[config.mk]
export PLATFORM = sky130hd
export DESIGN_NAME = mult32_seq
export DESIGN_NICKNAME = d
export VERILOG_FILES = /design/src/rtl/mult32_seq.sv
export SDC_FILE = /design/constraint.sdc
export NUM_CORES = 1
export LEC_CHECK = 0
export ABC_CLOCK_PERIOD_IN_PS = 4700
export BUFFER_PORTS_ARGS = -buffer_cell sky130_fd_sc_hd__buf_4
export CAP_MARGIN = 0
export CORE_MARGIN = 2
export CORE_UTILIZATION = 59
export DETAILED_ROUTE_END_ITERATION = 6
export PLACE_DENSITY = 0.83
export SYNTH_ARGS = -nofsm -noshare
export SYNTH_HDL_FRONTEND = slang
export SYNTH_SLANG_ARGS = --single-unit
[constraint.sdc]
create_clock -name clk -period 4.7 [get_ports clk]
set_input_delay 0.47 -clock clk [delete_from_list [all_inputs] [get_ports clk]]
set_output_delay 0.47 -clock clk [all_outputs]
set_load 0.01 [all_outputs]
[src/rtl/mult32_seq.sv]
// rtl/mult32_seq.sv - sequential unsigned WIDTHxWIDTH shift-add multiplier; optional EARLY_TERM_EN
module mult32_seq #(
    parameter int WIDTH = 32
) (
    input  logic             clk,
    input  logic             rst_n,
    input  logic             start,
    input  logic [WIDTH-1:0] A,
    input  logic [WIDTH-1:0] B,
    output logic             busy,
    output logic             done,
    output logic [WIDTH-1:0] hi,
    output logic [WIDTH-1:0] lo
);

    localparam int CW = $clog2(WIDTH) + 1;

    typedef enum logic [1:0] {
        S_IDLE = 2'd0,
        S_RUN  = 2'd1,
        S_DONE = 2'd2
    } state_t;

    state_t               state;
    state_t               state_nxt;

    // acc holds the partial product in the upper half and the unconsumed
    // multiplier bits in the lower half; both move right one place per step
    logic [2*WIDTH-1:0]   acc;
    logic [WIDTH-1:0]     mcand;
    logic [CW-1:0]        cnt;

    logic [WIDTH:0]       sum;
    logic [2*WIDTH-1:0]   acc_shift;
    logic [2*WIDTH-1:0]   result;
    logic                 last_step;
    logic                 finish;
    logic                 load;

`ifdef EARLY_TERM_EN
    logic [CW-1:0]        rem;
    logic [WIDTH-1:0]     rem_mask;
    logic                 rem_zero;
`endif

    // start is honoured only when no operation is in flight
    assign load = start && ((state == S_IDLE) || (state == S_DONE));

    // one shift-add step; the carry lands in bit 2W-1 so nothing is lost
    always_comb begin
        sum       = {1'b0, acc[2*WIDTH-1:WIDTH]} + (acc[0] ? {1'b0, mcand} : {(WIDTH+1){1'b0}});
        acc_shift = {sum, acc[WIDTH-1:1]};
        last_step = (cnt == CW'(WIDTH - 1));
    end

`ifdef EARLY_TERM_EN
    // stop once the multiplier bits still waiting to be consumed are all zero;
    // the skipped steps would only shift, so realign by that many places
    always_comb begin
        rem      = CW'(WIDTH - 1) - cnt;
        rem_mask = ~({WIDTH{1'b1}} << rem);
        rem_zero = ((acc_shift[WIDTH-1:0] & rem_mask) == {WIDTH{1'b0}});
        finish   = last_step || rem_zero;
        result   = acc_shift >> rem;
    end
`else
    // fixed-length run: always WIDTH steps, so latency never depends on data
    always_comb begin
        finish = last_step;
        result = acc_shift;
    end
`endif

    // state register
    always_ff @(posedge clk) begin
        if (!rst_n) begin
            state <= S_IDLE;
        end else begin
            state <= state_nxt;
        end
    end

    // next-state decode; DONE can chain straight into a new RUN
    always_comb begin
        state_nxt = state;
        case (state)
            S_IDLE:  state_nxt = start ? S_RUN : S_IDLE;
            S_RUN:   state_nxt = finish ? S_DONE : S_RUN;
            S_DONE:  state_nxt = start ? S_RUN : S_IDLE;
            default: state_nxt = S_IDLE;
        endcase
    end

    // status outputs decoded straight from the state
    always_comb begin
        busy = 1'b0;
        done = 1'b0;
        case (state)
            S_RUN:   busy = 1'b1;
            S_DONE:  done = 1'b1;
            default: begin
                busy = 1'b0;
                done = 1'b0;
            end
        endcase
    end

    // datapath: operand capture, iteration, and result register updated only on DONE entry
    always_ff @(posedge clk) begin
        if (!rst_n) begin
            acc   <= '0;
            mcand <= '0;
            cnt   <= '0;
            hi    <= '0;
            lo    <= '0;
        end else if (load) begin
            mcand <= A;
            acc   <= {{WIDTH{1'b0}}, B};
            cnt   <= '0;
        end else if (state == S_RUN) begin
            cnt <= cnt + CW'(1);
            if (finish) begin
                acc      <= result;
                {hi, lo} <= result;
            end else begin
                acc <= acc_shift;
            end
        end
    end

endmodule

* Word-level counts from Yosys, hierarchy flattened *
Cells that the tools add are included.

word-level totals
  flip-flop bits (word level) = 168
  bits in latches = 0
  RAM bits = 0
  bits in read-only memories = 0
  bits of input ports = 67
  output and inout port bits = 66
  word-level logic and storage cells = 29
  memories = 0

operators by class
  add/sub/neg operators = 2
  multiply operators = 0
  div/mod/pow operators = 0
  magnitude comparators = 0
  eq/ne operators = 3
  shift-type cells = 0
  mux-type cells = 8
  bitwise operators = 2
  reduce and logical (&&, ||, !) cells = 7

operators by type and width
  operator             count
  $mux 32              3
  $add 32x32->33       1
  $add 6x1->6 const B  1
  $eq 6x5->1 const B   1
  $pmux 2 s2           1
  $reduce_or 2->1      2
  $mux 1               3
  $reduce_and 3->1     1
  $eq 2x1->1 const B   1
  $eq 2x2->1 const B   1
  $logic_not 2->1      1
  $mux 2               1
  $not 1->1            2
  $reduce_bool 2->1    1
  $logic_and 1x1->1    1
  $logic_or 1x1->1     1

* Longest topological paths before layout *
Gate-level depths: netlist of the first run.

  depth in word-level cells = 5
  depth in mapped cells = 12
  mapped depth without buffers = 11

* Worst setup path after synthesis of the first run *
OpenSTA, ideal clock, no wires.

  path kind = register to register
  from = reg acc[0]
  to = reg acc[63]
  setup time = 0.140 ns
  data arrival time = 2.696 ns
  data required time = 4.560 ns
  slack = 1.864 ns
  stages on the path, launching flop included = 13
  buffers on the path = 1
  clock period less this slack = 2.836 ns
  cell sequence = dfxtp_1 clkbuf_1 and2_1 ha_1 fa_1 a21o_4 a221o_2 nand3_4 a311oi_4 a21oi_2 nor3_2 a211oi_2 a211oi_2

between the ends
  word-level cells in the longest chain between the ends = 2

ends and longest elaborated chain
  what                    line  text
  from (decl)             29    logic [2*WIDTH-1:0] acc;
  from (signal assigned)  118   acc <= {{WIDTH{1'b0}}, B};
  from (signal assigned)  123   acc <= result;
  from (signal assigned)  126   acc <= acc_shift;
  $mux 32                 51    sum = {1'b0, acc[2*WIDTH-1:WIDTH]} + (acc[0] ? {1'b0, mcand} : {(WIDTH+1){1'b0}});
  $add 32x32->33          51

Every way passes these cells.
A chain may end at the register's enable or synchronous reset.

* Worst setup path in the final report of the first run *
Ends and elaborated chain as after synthesis.

==> results.toml, run 1 <==
[synthesis]
ys_seq_elements = 168
ys_warn_count = 0
yosysSeqAreaShare_pct = 40.37
synth.avg_cell_area_sq_um = 8.191
synth_cells = 1017
synth_ff_type = "dfxtp_1"
synth.distinct_cells = 70
synth_edf_count = 0
netlist_area_sq_um = 8330
ys_async_sr_fraction_pct = 0
synth_nets = 1118

[clock_tree]
numCtsBuffers = 17
clock_latency_ns = 0.43
post_cts_buffers = 0
clkTransAtPathRegs_ns = 0.07
cts_buffer_depth = 2
hold_buffers = 0
cts-root-buf = "clkbuf_16"
clock-sinks = 168
cts_resized = 0
htreeDepth = 4
tritoncts = "built"

[grt]
grt_usage_pct = 28.62
grt_overflow = 0
grt_pass1_vias = 7000
grt_pass1_wl_um = 34130
antenna_found_initial = 0
grt_max_degree = 99

[setup_path]
critPathMaxFanout = 33
endpoint_kind = "flip-flop"
cp.arrival_ns = 3.71
crit_type = "flip-flop to flip-flop"
rrSetupSlack_ns = 1.27
cp_data_required_time_ns = 4.99
start_kind = "flip-flop"

[timing]
setup_tns_ns = 0
post-route-period-util_pct = 72.95
rsz0062_at_grt = "no"
finClkSkew_ns = 0.01018
worstMarginPinSlew_ns = 1.057
setup_viol = 0
fin_crit_ns = 3.429
max_freq_ghz = 0.2917
hold_violations = 0
slew_violations = 0
relSlewSlack_pct = 29.25

[layout]
areaGrowthSynthToFinish_pct = 19.16
final_cell_mix = "283 x nand2_1, 168 x dfxtp_1, 140 x buf_4"
ff_latch_area_sq_um = 3363
stdcell_area_sq_um = 9927
fin_nets = 1206
multiInputGateArea_sq_um = 4648
antenna_cells = 0
drive_above_1_share_pct = 17.44
n_fill_cell = 1107
final_common_cell = "nand2_1"

[floorplanning]
start_util_pct = 60.25
boundaryPins = 133
rows = 43
die_width_um = 122.8
dieHeight_um = 122.8
die_area_sq_um = 15090
core_sq_um = 13830

[detailed_routing]
routed_wirelength_um = 21120
vias = 7388
ant_nets = 0
drt_iter0_markers = 570
first_pass_iters = 5
drc = 0
via_per_inst = 5.692
wl_per_cell_um = 16.27

[placed_design]
port_buffers = 132
dp.final_hpwl_um = 14010
place_congestion = 0.9808
place_area_sq_um = 9314

[power_and_ir_drop]
vdd_drop_max_mv = 0.2752
p_per_area_nw_per_um2 = 327.3
p_leak_nw = 4.373

[run]
max-cap-violations = 0

[hold_path]
hold_path.class = "input pin to flip-flop"

[status]
status = "complete, no violations"
==> state kept, by name (all words and copies together), names as in the netlist <==
| signal | count |
|---|---|
| cnt | 6 |
| lo | 32 |
| state | 2 |
| mcand | 32 |
| hi | 32 |
| acc | 64 |
==> routing by layer <==
metal | part of all wire (%) | vias up | track usage [%] | wire (um)
met5 | 0 | - | 0 | 0
met3 | 5.8 | 33 | 6.087 | 1231
met4 | 1.9 | 0 | 9.626 | 409
li1 | - | 3683 | - | -
met2 | 47 | 232 | 45.99 | 9826
met1 | 46 | 3440 | 38.17 | 9647
==> worst paths after layout <==
kind / from / end / depth (start not counted)
hold reg to reg: acc[50] / acc[50] / 2
setup reg to reg: acc[0] / acc[63] / 11
setup / recovery: acc[0] / acc[63] / 11
hold / removal: B[6] / acc[6] / 2
==> power by group <==
part           switching [mW]  leakage, nW  internal, mW
clock network           0.616        0.298         0.850
logic                   0.158         2.71         0.116
registers              0.0377         1.37          1.47
==> worst max-delay path: stages (launching register included) <==
cell	delay, ns
dfxtp_1	0.65
and2_1	0.34
ha_1	0.21
fa_1	0.42
a21o_4	0.23
a221o_2	0.44
nand3_4	0.12
a311oi_4	0.12
a21oi_2	0.31
nor3_2	0.09
a211oi_2	0.25
a211oi_2	0.10
==> synthesized netlist by cell type, types with 6 or more instances <==
| cell | number | area [sq um] |
|---|---|---|
| nand2_1 | 283 | 1062 |
| dfxtp_1 | 168 | 3363 |
| a21boi_0 | 66 | 495.5 |
| clkbuf_1 | 55 | 206.5 |
| a21oi_1 | 49 | 245.2 |
| nand3_1 | 45 | 225.2 |
| o211a_1 | 37 | 370.4 |
| and2_1 | 34 | 212.7 |
| ha_1 | 33 | 412.9 |
| nor2_1 | 32 | 120.1 |
| o21ai_0 | 21 | 105.1 |
| xnor2_1 | 17 | 148.9 |
| xor2_1 | 16 | 140.1 |
| nand4_1 | 15 | 93.84 |
| a21o_1 | 13 | 97.59 |
| a21boi_1 | 11 | 82.58 |
| o21ai_1 | 10 | 50.05 |
| a22o_1 | 9 | 78.83 |
| buf_1 | 7 | 26.28 |
| inv_1 | 6 | 22.52 |
==> cell type report <==
class                   instances  share of cell area [%]
well taps                     180                   2.269
repair buffers                140                   10.59
inverters                       7                  0.2647
clock buffers                  18                   4.323
flip-flops and latches        168                   33.88
clock inverters                14                   1.853
multi-input cells             771                   46.82
==> kinds of logic after synthesis <==
logic type / Yosys count / share of synthesized area, %
buffers and inverters: 78 / 4.055
adders and majority gates: 34 / 5.197
DFF: 168 / 40.37
AOI/OAI and AO/OA: 261 / 23.43
xor gates and xnor gates: 33 / 3.469
muxes: 2 / 0.2403
and+or+nand+nor: 441 / 23.24
==> metrics by stage <==
step | std cells | hold slack (ns) | worst slack, ns | power (mW) | util, %
after floorplan | 1017 | 0.4297 | 1.864 | 1.716 | -
after global placement | 1266 | 0.4396 | 1.413 | 1.805 | 67.36
after detailed placement | 1266 | 0.4435 | 1.314 | 1.811 | 67.36
after CTS | 1298 | 0.2683 | 1.293 | 3.254 | 71.79
after global routing | 1298 | 0.2603 | 1.135 | 3.361 | 71.79
final | 1298 | 0.2761 | 1.271 | 3.249 | 71.79
(Power assumes the default switching activity.)
==> inputs of run 2 (changes only) <==
==> config.mk (replaced) <==
export PLATFORM = sky130hd
export DESIGN_NAME = mult32_seq
export DESIGN_NICKNAME = d
export VERILOG_FILES = /design/src/rtl/mult32_seq.sv
export SDC_FILE = /design/constraint.sdc
export NUM_CORES = 1
export LEC_CHECK = 0
export ABC_CLOCK_PERIOD_IN_PS = 3250
export BUFFER_PORTS_ARGS = -buffer_cell sky130_fd_sc_hd__buf_4
export CAP_MARGIN = 0
export CORE_MARGIN = 2
export CORE_UTILIZATION = 57
export DETAILED_ROUTE_END_ITERATION = 6
export PLACE_DENSITY = 0.8
export SYNTH_ARGS = -nofsm -noshare
export SYNTH_HDL_FRONTEND = slang
export SYNTH_SLANG_ARGS = --single-unit
==> constraint.sdc (replaced) <==
create_clock -name clk -period 3.25 [get_ports clk]
set_input_delay 0.325 -clock clk [delete_from_list [all_inputs] [get_ports clk]]
set_output_delay 0.325 -clock clk [all_outputs]
set_load 0.01 [all_outputs]
==> results.toml, run 2 (synthesized netlist as in run 1, its figures left out) <==
[placed_design]
dp_slack_ns = 0.3596
place_congestion = 0.9563
place_area_sq_um = 9356
dp.final_hpwl_um = 14640
port_buffers = 132

[power_and_ir_drop]
p_sw_share_pct = 23.84
pwr-share-clk_pct = 45.0
p_seq_share_pct = 46.3
p_leak_nw = 4.399
p_comb_share_pct = 8.7
vdd_drop_max_mv = 0.5605
internal-power_mw = 3.580
p_per_area_nw_per_um2 = 471.4
power.switching_mw = 1.120

[layout]
stdcell_area_sq_um = 9972
n_fill_cell = 1213
final_common_cell = "nand2_1"
ff_latch_area_sq_um = 3363
largest_register_ffs = 64
multiInputGateArea_sq_um = 4648
antenna_cells = 0
final_cell_mix = "283 x nand2_1, 168 x dfxtp_1, 145 x buf_4"
top_register = "acc"
areaGrowthSynthToFinish_pct = 19.71
drive_above_1_share_pct = 17.63
fin_nets = 1211

[detailed_routing]
wl_per_cell_um = 16.43
drt_iter0_markers = 591
ant_nets = 0
routed_wirelength_um = 21480
first_pass_iters = 5
drc = 0
vias = 7456
via_per_inst = 5.705

[clock_tree]
cts_resized = 0
clkTransAtPathRegs_ns = 0.06
numCtsBuffers = 17
clock-sinks = 168
cts-root-buf = "clkbuf_16"
htreeDepth = 4
clock_latency_ns = 0.43
tritoncts = "built"
post_cts_buffers = 0
hold_buffers = 0
cts_buffer_depth = 2

[setup_path]
max_stage_delay_ns = 0.35
start_kind = "flip-flop"
endpoint_kind = "flip-flop"
crit_end = "acc[62]"
cpMaxStageDelayCell = "ha_1"
rr_endpoint = "acc[62]"
worst-path-stages = 11
critical_path.most_common_cell = "a21oi_1"
rrSetupSlack_ns = 0.31
crit_start = "acc[0]"
path_cells = "buf_4, and2_1, ha_1, a21o_1, a31oi_1, a21oi_1, o2111ai_1, nand3_1, a21oi_1, xor2_1, o21ai_1"
cp.arrival_ns = 3.24
reg2reg_depth = 11
crit_family = "compound AO/OA/AOI/OAI gates"
r2r-start = "acc[0]"
path_buf_inv = 1
crit_type = "flip-flop to flip-flop"
critPathMaxFanout = 21
cp_data_required_time_ns = 3.55

[grt]
grt_max_degree = 112
antenna_found_initial = 0
grt_usage_pct = 27.64
grt_overflow = 0
grt_pass1_vias = 7223
grt_pass1_wl_um = 35540

[floorplanning]
dieHeight_um = 124.9
start_util_pct = 57.76
die_area_sq_um = 15600
boundaryPins = 133
rows = 44
core_sq_um = 14420
die_width_um = 124.9

[timing]
hold_violations = 0
setup_tns_ns = 0
max_freq_ghz = 0.3405
finClkSkew_ns = 0.006802
worstMarginPinSlew_ns = 1.003
post-route-period-util_pct = 90.37
setup_viol = 0
slew_violations = 0
worst_slack_ns = 0.3131
relSlewSlack_pct = 33.15
fin_crit_ns = 2.937
rsz0062_at_grt = "no"

[hold_path]
hold_path.class = "input pin to flip-flop"

[status]
status = "complete, no violations"

[run]
max-cap-violations = 0
-- run 2: cell count changes in the layout (fill, tap and decap cells not counted), sizes merged --
cell | before | now
clkinv | 4 | 3
buf | 140 | 145
clkbuf | 18 | 23
inv | 13 | 9
-- run 2: power by group through the flow --
stage / Clock (mW) / Sequential [mW] / Combinational [mW]
2_1_floorplan: 0 / 2.21 / 0.275
3_3_place_gp: 0 / 2.22 / 0.399
3_5_place_dp: 0 / 2.22 / 0.407
4_1_cts: 2.13 / 2.17 / 0.410
5_1_grt: 2.23 / 2.18 / 0.457
6_report: 2.11 / 2.18 / 0.411
-- run 2: worst min path at each step --
stage | startpoint | to | slack, ns | cells after the start
4_1_cts | B[6] | acc[6] | 0.13 | 2
3_3_place_gp | acc[60] | acc[60] | 0.44 | 2
3_5_place_dp | acc[50] | acc[50] | 0.45 | 2
6_report | B[6] | acc[6] | 0.14 | 2
2_1_floorplan | acc[50] | acc[50] | 0.43 | 2
5_1_grt | B[22] | acc[22] | 0.12 | 2
-- run 2: routing by layer --
metal  vias to the layer above  GRT usage, %  share of wire [%]
met5                         -             0                  0
met4                         0         8.824                1.9
met3                        39         5.412                4.9
met2                       212         45.81                 47
met1                      3513         36.44                 46
li1                       3692             -                  -
-- run 2: area by class of cell --
type | count | share of cell area (%)
Clock buffer | 23 | 4.793
Tap cell | 184 | 2.309
Inverter | 7 | 0.2635
Timing Repair Buffer | 145 | 10.92
Sequential cell | 168 | 33.73
Multi-Input combinational cell | 771 | 46.61
Clock inverter | 9 | 1.380
-- run 2: metrics by stage --
stage	instances	power, mW	utilization, %	hold slack, ns
2_1_floorplan	1017	2.481	-	0.4297
3_3_place_gp	1275	2.618	64.87	0.4417
3_5_place_dp	1275	2.626	64.87	0.4451
4_1_cts	1307	4.718	69.14	0.1255
5_1_grt	1307	4.867	69.14	0.1238
6_report	1307	4.701	69.14	0.1363
